<file path="config.mk">
export PLATFORM = sky130hd
export DESIGN_NAME = mem_dma
export DESIGN_NICKNAME = d
export VERILOG_FILES = /design/src/rtl/mem_dma.sv
export SDC_FILE = /design/constraint.sdc
export NUM_CORES = 1
export LEC_CHECK = 0
export CAP_MARGIN = 20
export CORE_MARGIN = 5
export CORE_UTILIZATION = 53
export DETAILED_ROUTE_END_ITERATION = 8
export HOLD_SLACK_MARGIN = 0.08
export PLACE_DENSITY_LB_ADDON = 0.2
export SLEW_MARGIN = 10
export SYNTH_ARGS = -nofsm -noshare
export SYNTH_HDL_FRONTEND = slang
export SYNTH_SLANG_ARGS = --single-unit
</file>
<file path="constraint.sdc">
create_clock -name clk -period 3.2 [get_ports clk]
set_input_delay 0.64 -clock clk [delete_from_list [all_inputs] [get_ports clk]]
set_output_delay 0.64 -clock clk [all_outputs]
set_load 0.01 [all_outputs]
</file>
<file path="src/rtl/mem_dma.sv">
// Byte-copy DMA engine: copies len bytes from src to dst through a single-port memory, three cycles per byte.
// Optional constant-fill mode is compiled in when MEM_DMA_FILL_EN is defined.
module mem_dma #(
    parameter int ADDR_W = 8,
    parameter int DATA_W = 8
) (
    input  logic              clk,
    input  logic              rst_n,
    input  logic              start,
    input  logic [ADDR_W-1:0] src,
    input  logic [ADDR_W-1:0] dst,
    input  logic [ADDR_W-1:0] len,
`ifdef MEM_DMA_FILL_EN
    input  logic              fill,
    input  logic [DATA_W-1:0] fill_value,
`endif
    output logic              busy,
    output logic              done,
    output logic [ADDR_W-1:0] mem_address,
    output logic [DATA_W-1:0] mem_data_in,
    output logic              mem_write_enable,
    input  logic [DATA_W-1:0] mem_data_out
);

    typedef enum logic [2:0] {
        IDLE,
        RADDR,
        RWAIT,
        WRITE,
        DONE
    } state_t;

    state_t            state, state_n;
    logic [ADDR_W-1:0] src_r, src_n;
    logic [ADDR_W-1:0] dst_r, dst_n;
    logic [ADDR_W-1:0] idx, idx_n;
    logic [ADDR_W-1:0] rem, rem_n;
    logic [ADDR_W-1:0] idx_inc;
    logic [ADDR_W-1:0] addr_n;
    logic [DATA_W-1:0] wdata_n;
    logic              we_n;
    logic              fill_r, fill_n;
    logic              fill_req;
    logic [DATA_W-1:0] fill_data;

`ifdef MEM_DMA_FILL_EN
    assign fill_req  = fill;
    assign fill_data = fill_value;
`else
    assign fill_req  = 1'b0;
    assign fill_data = '0;
`endif

    assign idx_inc = idx + ADDR_W'(1);
    assign busy    = (state != IDLE);
    assign done    = (state == DONE);

    // NOTE: every output of this block gets a default first, so no path leaves a latch.
    always_comb begin
        state_n = state;
        src_n   = src_r;
        dst_n   = dst_r;
        idx_n   = idx;
        rem_n   = rem;
        fill_n  = fill_r;
        addr_n  = mem_address;
        wdata_n = mem_data_in;
        we_n    = 1'b0;

        case (state)
            IDLE: begin
                if (start) begin
                    src_n  = src;
                    dst_n  = dst;
                    rem_n  = len;
                    idx_n  = '0;
                    fill_n = fill_req;
                    if (len == '0) begin
                        state_n = DONE;
                    end else if (fill_req) begin
                        state_n = WRITE;
                        addr_n  = dst;
                        wdata_n = fill_data;
                        we_n    = 1'b1;
                    end else begin
                        state_n = RADDR;
                        addr_n  = src;
                    end
                end
            end
            RADDR: state_n = RWAIT;
            RWAIT: begin
                // The memory registered mem[src+i] on the previous edge.
                state_n = WRITE;
                wdata_n = mem_data_out;
                addr_n  = dst_r + idx;
                we_n    = 1'b1;
            end
            WRITE: begin
                rem_n = rem - ADDR_W'(1);
                idx_n = idx_inc;
                if (rem == ADDR_W'(1)) begin
                    state_n = DONE;
                end else if (fill_r) begin
                    state_n = WRITE;
                    addr_n  = dst_r + idx_inc;
                    we_n    = 1'b1;
                end else begin
                    state_n = RADDR;
                    addr_n  = src_r + idx_inc;
                end
            end
            DONE:    state_n = IDLE;
            default: state_n = IDLE;
        endcase
    end

    // NOTE: sequential state uses non-blocking assignments so all registers update together.
    always_ff @(posedge clk or negedge rst_n) begin
        if (!rst_n) begin
            state            <= IDLE;
            src_r            <= '0;
            dst_r            <= '0;
            idx              <= '0;
            rem              <= '0;
            fill_r           <= 1'b0;
            mem_address      <= '0;
            mem_data_in      <= '0;
            mem_write_enable <= 1'b0;
        end else begin
            state            <= state_n;
            src_r            <= src_n;
            dst_r            <= dst_n;
            idx              <= idx_n;
            rem              <= rem_n;
            fill_r           <= fill_n;
            mem_address      <= addr_n;
            mem_data_in      <= wdata_n;
            mem_write_enable <= we_n;
        end
    end

endmodule

</file>
* Word level (Yosys, flattened, before mapping)
Cells that the tools add are included.
Widths: inputs -> output; s select.
** Word-level totals
- Output and inout port bits :: 19
- Logic and storage cells :: 41
- Bits of input ports :: 35
- Flip-flop bits (word level) :: 52
** Operators by class
- Muxes and demuxes :: 13
- Reductions and logical operators :: 8
- Equal/unequal tests :: 8
- $add $sub $neg :: 4
** Operator list (count)
- $mux 8 :: 5
- $pmux 8 s2 :: 2
- $pmux 8 s3 :: 1
- $add 8x8->8 :: 2
- $pmux 3 s4 :: 1
- $mux 3 :: 3
- $add 8x1->8 const B :: 1
- $eq 8x1->1 const B :: 1
- $logic_not 8->1 :: 1
- $sub 8x1->8 const B :: 1
- $eq 3x2->1 const B :: 2
- $ne 2x2->1 const B :: 3
- $reduce_bool 3->1 :: 2
- $reduce_and 2->1 :: 2
- $reduce_and 4->1 :: 1
- $eq 3x1->1 const B :: 1
- $eq 3x3->1 const B :: 1
- $logic_not 3->1 :: 1
- $reduce_bool 2->1 :: 1
- $mux 1 :: 1

* Longest topological paths before layout
- Word-level depth :: 4
- Gate-level depth with buffers :: 11
- Depth with buffers taken out :: 11

* Least setup slack after synthesis
Ideal clock, no wire load.
- Path kind :: reg-to-reg
- Start :: reg idx[0]
- End :: reg mem_address[7]
- Required time :: 3.134 ns
- Path slack :: 0.831 ns
- Arrival time :: 2.303 ns
- Period minus slack after synthesis :: 2.369 ns
- Stages on the path, launching flop included :: 12
- Library setup time :: 0.066 ns
- Buffers on the path :: 0
- Cell sequence :: dfrtp_1 -> ha_1 -> nand3_1 -> nor2_1 -> xor2_1 -> ha_1 -> a211oi_1 -> nand2b_1 -> o21ai_0 -> xnor2_1 -> a211o_2 -> nand3_2
** Between the ends
- Cells in the longest elaborated chain, start to end :: 4
- Elaborated cells on any way between the ends :: 5
- Those cells by class :: 3 x add/sub; 2 x mux
** RTL lines
- start, declared :: line 36 : logic [ADDR_W-1:0] idx, idx_n;
- start signal, assigned :: line 134 : idx <= idx_n;
- $add 8x1->8 :: line 54 : assign idx_inc = idx + ADDR_W'(1);
- $add 8x8->8 :: line 110 : addr_n = src_r + idx_inc;
- $mux 8 :: line 102 : if (rem == ADDR_W'(1)) begin
- $pmux 8 s3 * :: line 70 : case (state)
- end signal, assigned :: line 137 : mem_address <= addr_n;
- end, declared :: line 19 : output logic [ADDR_W-1:0] mem_address,
Mark *: on every way between the ends. The rest lies on a longest branch, timed or not. The select of a mux whose other input is x is not followed.
A chain may end at the register's enable or synchronous reset.

* Worst setup path after layout
Same ends and word-level chain as after synthesis.

==> impl_metrics.yaml <==
cts:
  clk_path_buf_depth: 2
  cts_resized: 0
  ctsHoldBuffers: 0
  postCtsSetupRepairBufs: 0
  htree_levels: 2
  clk_latency_ns: 0.31
  cts_root_buf: "clkbuf_8"
  cts_tree: "built"
  cts_buffers: 5
  clkTransAtPathRegs_ns: 0.09
  clkSinkCount: 52
finish:
  diodes: 0
  most-common-layout-cells: "nand2_1, dfrtp_1, clkdlybuf4s50_1"
  stdcell_count: 469
  final_common_cell: "nand2_1"
  fin_util_pct: 68.3
  nets: 451
  area.growth.synth_to_final_pct: 23.9
  drive_above_1_share_pct: 8.56
grt:
  track_usage_pct: 20.2
  antenna_found_initial: 0
  grt_pass1_vias: 2513
  grt_pass1_wl_mm: 12.0
  grt_start_max_net_pins: 41
  gr-total-overflow: 0
drt:
  antenna_left: 0
  drtIter0Drc: 115
  route.detailed.drc: 0
  wire_per_inst_um: 14.8
  post_drt_via_cell_ratio: 5.55
  firstDrtPassIters: 4
  routed_wl_mm: 6.94
  vias: 2604
sta:
  fin_ws_ns: 0.552
  fin_crit_ns: 2.65
  fmaxAchievable_mhz: 378
  setup_viol: 0
  tns_ns: 0
  worst_slew_margin_rel_pct: 40.4
  skew_ns: 0.00693
  fin_crit_sh_pct: 82.7
  slew_viol_final: 0
  worst_slew_pin_slew_ns: 0.894
  rsz0062_at_grt: "no"
  hold_violations: 0
  whs_ns: 0.451
power_and_ir_drop:
  clockPowerShare_pct: 12.9
  pwr-share-seq_pct: 33.4
  combPwrFrac_pct: 53.7
  intPower_uw: 2160
  power_per_cell_area_nw_per_um2: 971
  switching_share_pct: 41.6
  p_switching_uw: 1540
  p_leak_uw: 0.00173
  peakVddDrop_v: 0.000548
logic_synthesis:
  synth_ff_type: "dfrtp_1"
  syn_area_um2: 3070
  avgSynthCellArea_um2: 9.03
  synth_top_area_share_pct: 42.4
  synth_cell_types: 48
  synth_fp_nets: 395
  syn_inst: 340
  synth.area.top_cells: "dfrtp_1, nand2_1, ha_1"
  synth_edf_count: 0
  ys_seq_elements: 52
  synth_top_area_cell: "dfrtp_1"
  ys_seq_area_share_pct: 42.4
  yosysWarnings: 0
  synthArstFlopShare_pct: 100
die:
  core_um2: 5570
  dieHeight_um: 86.1
  start_util_pct: 55.1
  rows: 27
  die_x_um: 86.1
  boundaryPins: 54
  die_area_um2: 7420
critical_path:
  critPathRequiredTime_ns: 3.45
  worstPathArrival_ns: 2.90
  worstSetupEndpointType: "register"
  path_max_fanout: 5
  r2r_start: "idx[0]$_DFFE_PN0P_"
  startpoint: "idx[0]$_DFFE_PN0P_"
  path_class: "register to register"
  worstSetupStartpointType: "register"
place:
  io_buffers: 53
  place.gp.congestion: 0.864
  place_inst: 461
  place_hpwl_mm: 5.23
  pre_cts_slack_ns: 0.584
run:
  maxCapViolations: 0
worst_hold_path:
  hp-class: "input port to asynchronous set/reset pin"
status:
  status: "complete, no violations"
==> power by group through the flow <==
stage	logic (uW)	clock network, uW	registers (uW)
2_1_floorplan	1400	0	1200
3_3_place_gp	1940	0	1230
3_5_place_dp	1970	0	1240
4_1_cts	1990	489	1230
5_1_grt	2240	514	1280
6_report	1990	477	1230
==> path summary, 6_finish.rpt <==
kind                       slack [ns]                    endpoint  depth (start not counted)
hold / removal                   0.45  mem_address[5]$_DFFE_PN0P_                          1
max in group asynchronous        2.11          rem[6]$_DFFE_PN0P_                          2
hold reg to reg                  0.48  mem_address[2]$_DFFE_PN0P_                          2
setup / recovery                 0.55  mem_address[7]$_DFFE_PN0P_                         11
setup reg to reg                 0.55  mem_address[7]$_DFFE_PN0P_                         11
min in group clk                 0.48  mem_address[2]$_DFFE_PN0P_                          2
==> synthesized netlist by cell type (2+ instances only) <==
| master | instances |
|---|---|
| mux2i_1 | 2 |
| nor4_1 | 3 |
| nor2b_1 | 2 |
| clkbuf_1 | 4 |
| o21ai_0 | 19 |
| buf_2 | 6 |
| nand3_2 | 2 |
| a21oi_1 | 18 |
| o31ai_1 | 2 |
| mux2_2 | 8 |
| a221o_1 | 2 |
| o21bai_1 | 2 |
| inv_1 | 11 |
| a211oi_1 | 7 |
| o22ai_1 | 2 |
| o221ai_1 | 2 |
| ha_1 | 18 |
| nor2_1 | 23 |
| nand2_1 | 80 |
| xor2_1 | 5 |
| a21o_1 | 5 |
| nand2b_1 | 4 |
| fa_1 | 2 |
| nor3b_1 | 3 |
| o211ai_1 | 3 |
| nand3_1 | 13 |
| nor3_1 | 10 |
| xnor2_1 | 11 |
| dfrtp_1 | 52 |
==> critical path: stages (launching register included) <==
cell	delay (ns)
dfrtp_1	0.43
ha_1	0.21
nand3_1	0.13
nor2_1	0.16
xor2_1	0.21
ha_1	0.31
a211oi_1	0.34
nand2b_1	0.09
o21ai_0	0.20
xnor2_1	0.10
a211o_2	0.34
nand3_2	0.07
==> stage by stage <==
stage / power [uW] / cell area (um2)
detailed placement: 3220 / 3680
floorplan: 2600 / 3070
CTS: 3710 / 3800
finish: 3700 / 3800
global route: 4030 / 3800
global placement: 3160 / 3680
==> cell type report <==
class	instances	area (um2)
clock buffers	6	82.6
repair buffers	61	586
multi-input cells	265	1670
well taps	72	90.1
flip-flops and latches	52	1300
inverters	11	41.3
clock inverters	2	38.8
fillers	466	1770
==> logic make-up after synthesis <==
group | after synthesis | synth area share [%]
buf+inv | 23 | 3.42
flops | 52 | 42.4
simple gates | 145 | 21.2
xor+xnor | 16 | 4.56
mux | 10 | 3.58
fa+ha+maj | 20 | 8.64
compound gates | 74 | 16.2
==> routing by layer <==
layer | share of wire, % | track usage [%] | vias up
met5 | 0 | 0 | -
met4 | 1.3 | 6.33 | 0
met1 | 47 | 29.0 | 1210
met3 | 6.4 | 5.00 | 10
met2 | 46 | 30.1 | 82
li1 | - | - | 1302
==> sequential cells by signal, indices dropped and copies added (netlist names) <==
register,count
dst_r,8
rem,8
state,3
src_r,8
idx,8
mem_data_in,8
mem_write_enable,1
mem_address,8
Power figures use the tool's default switching activity.
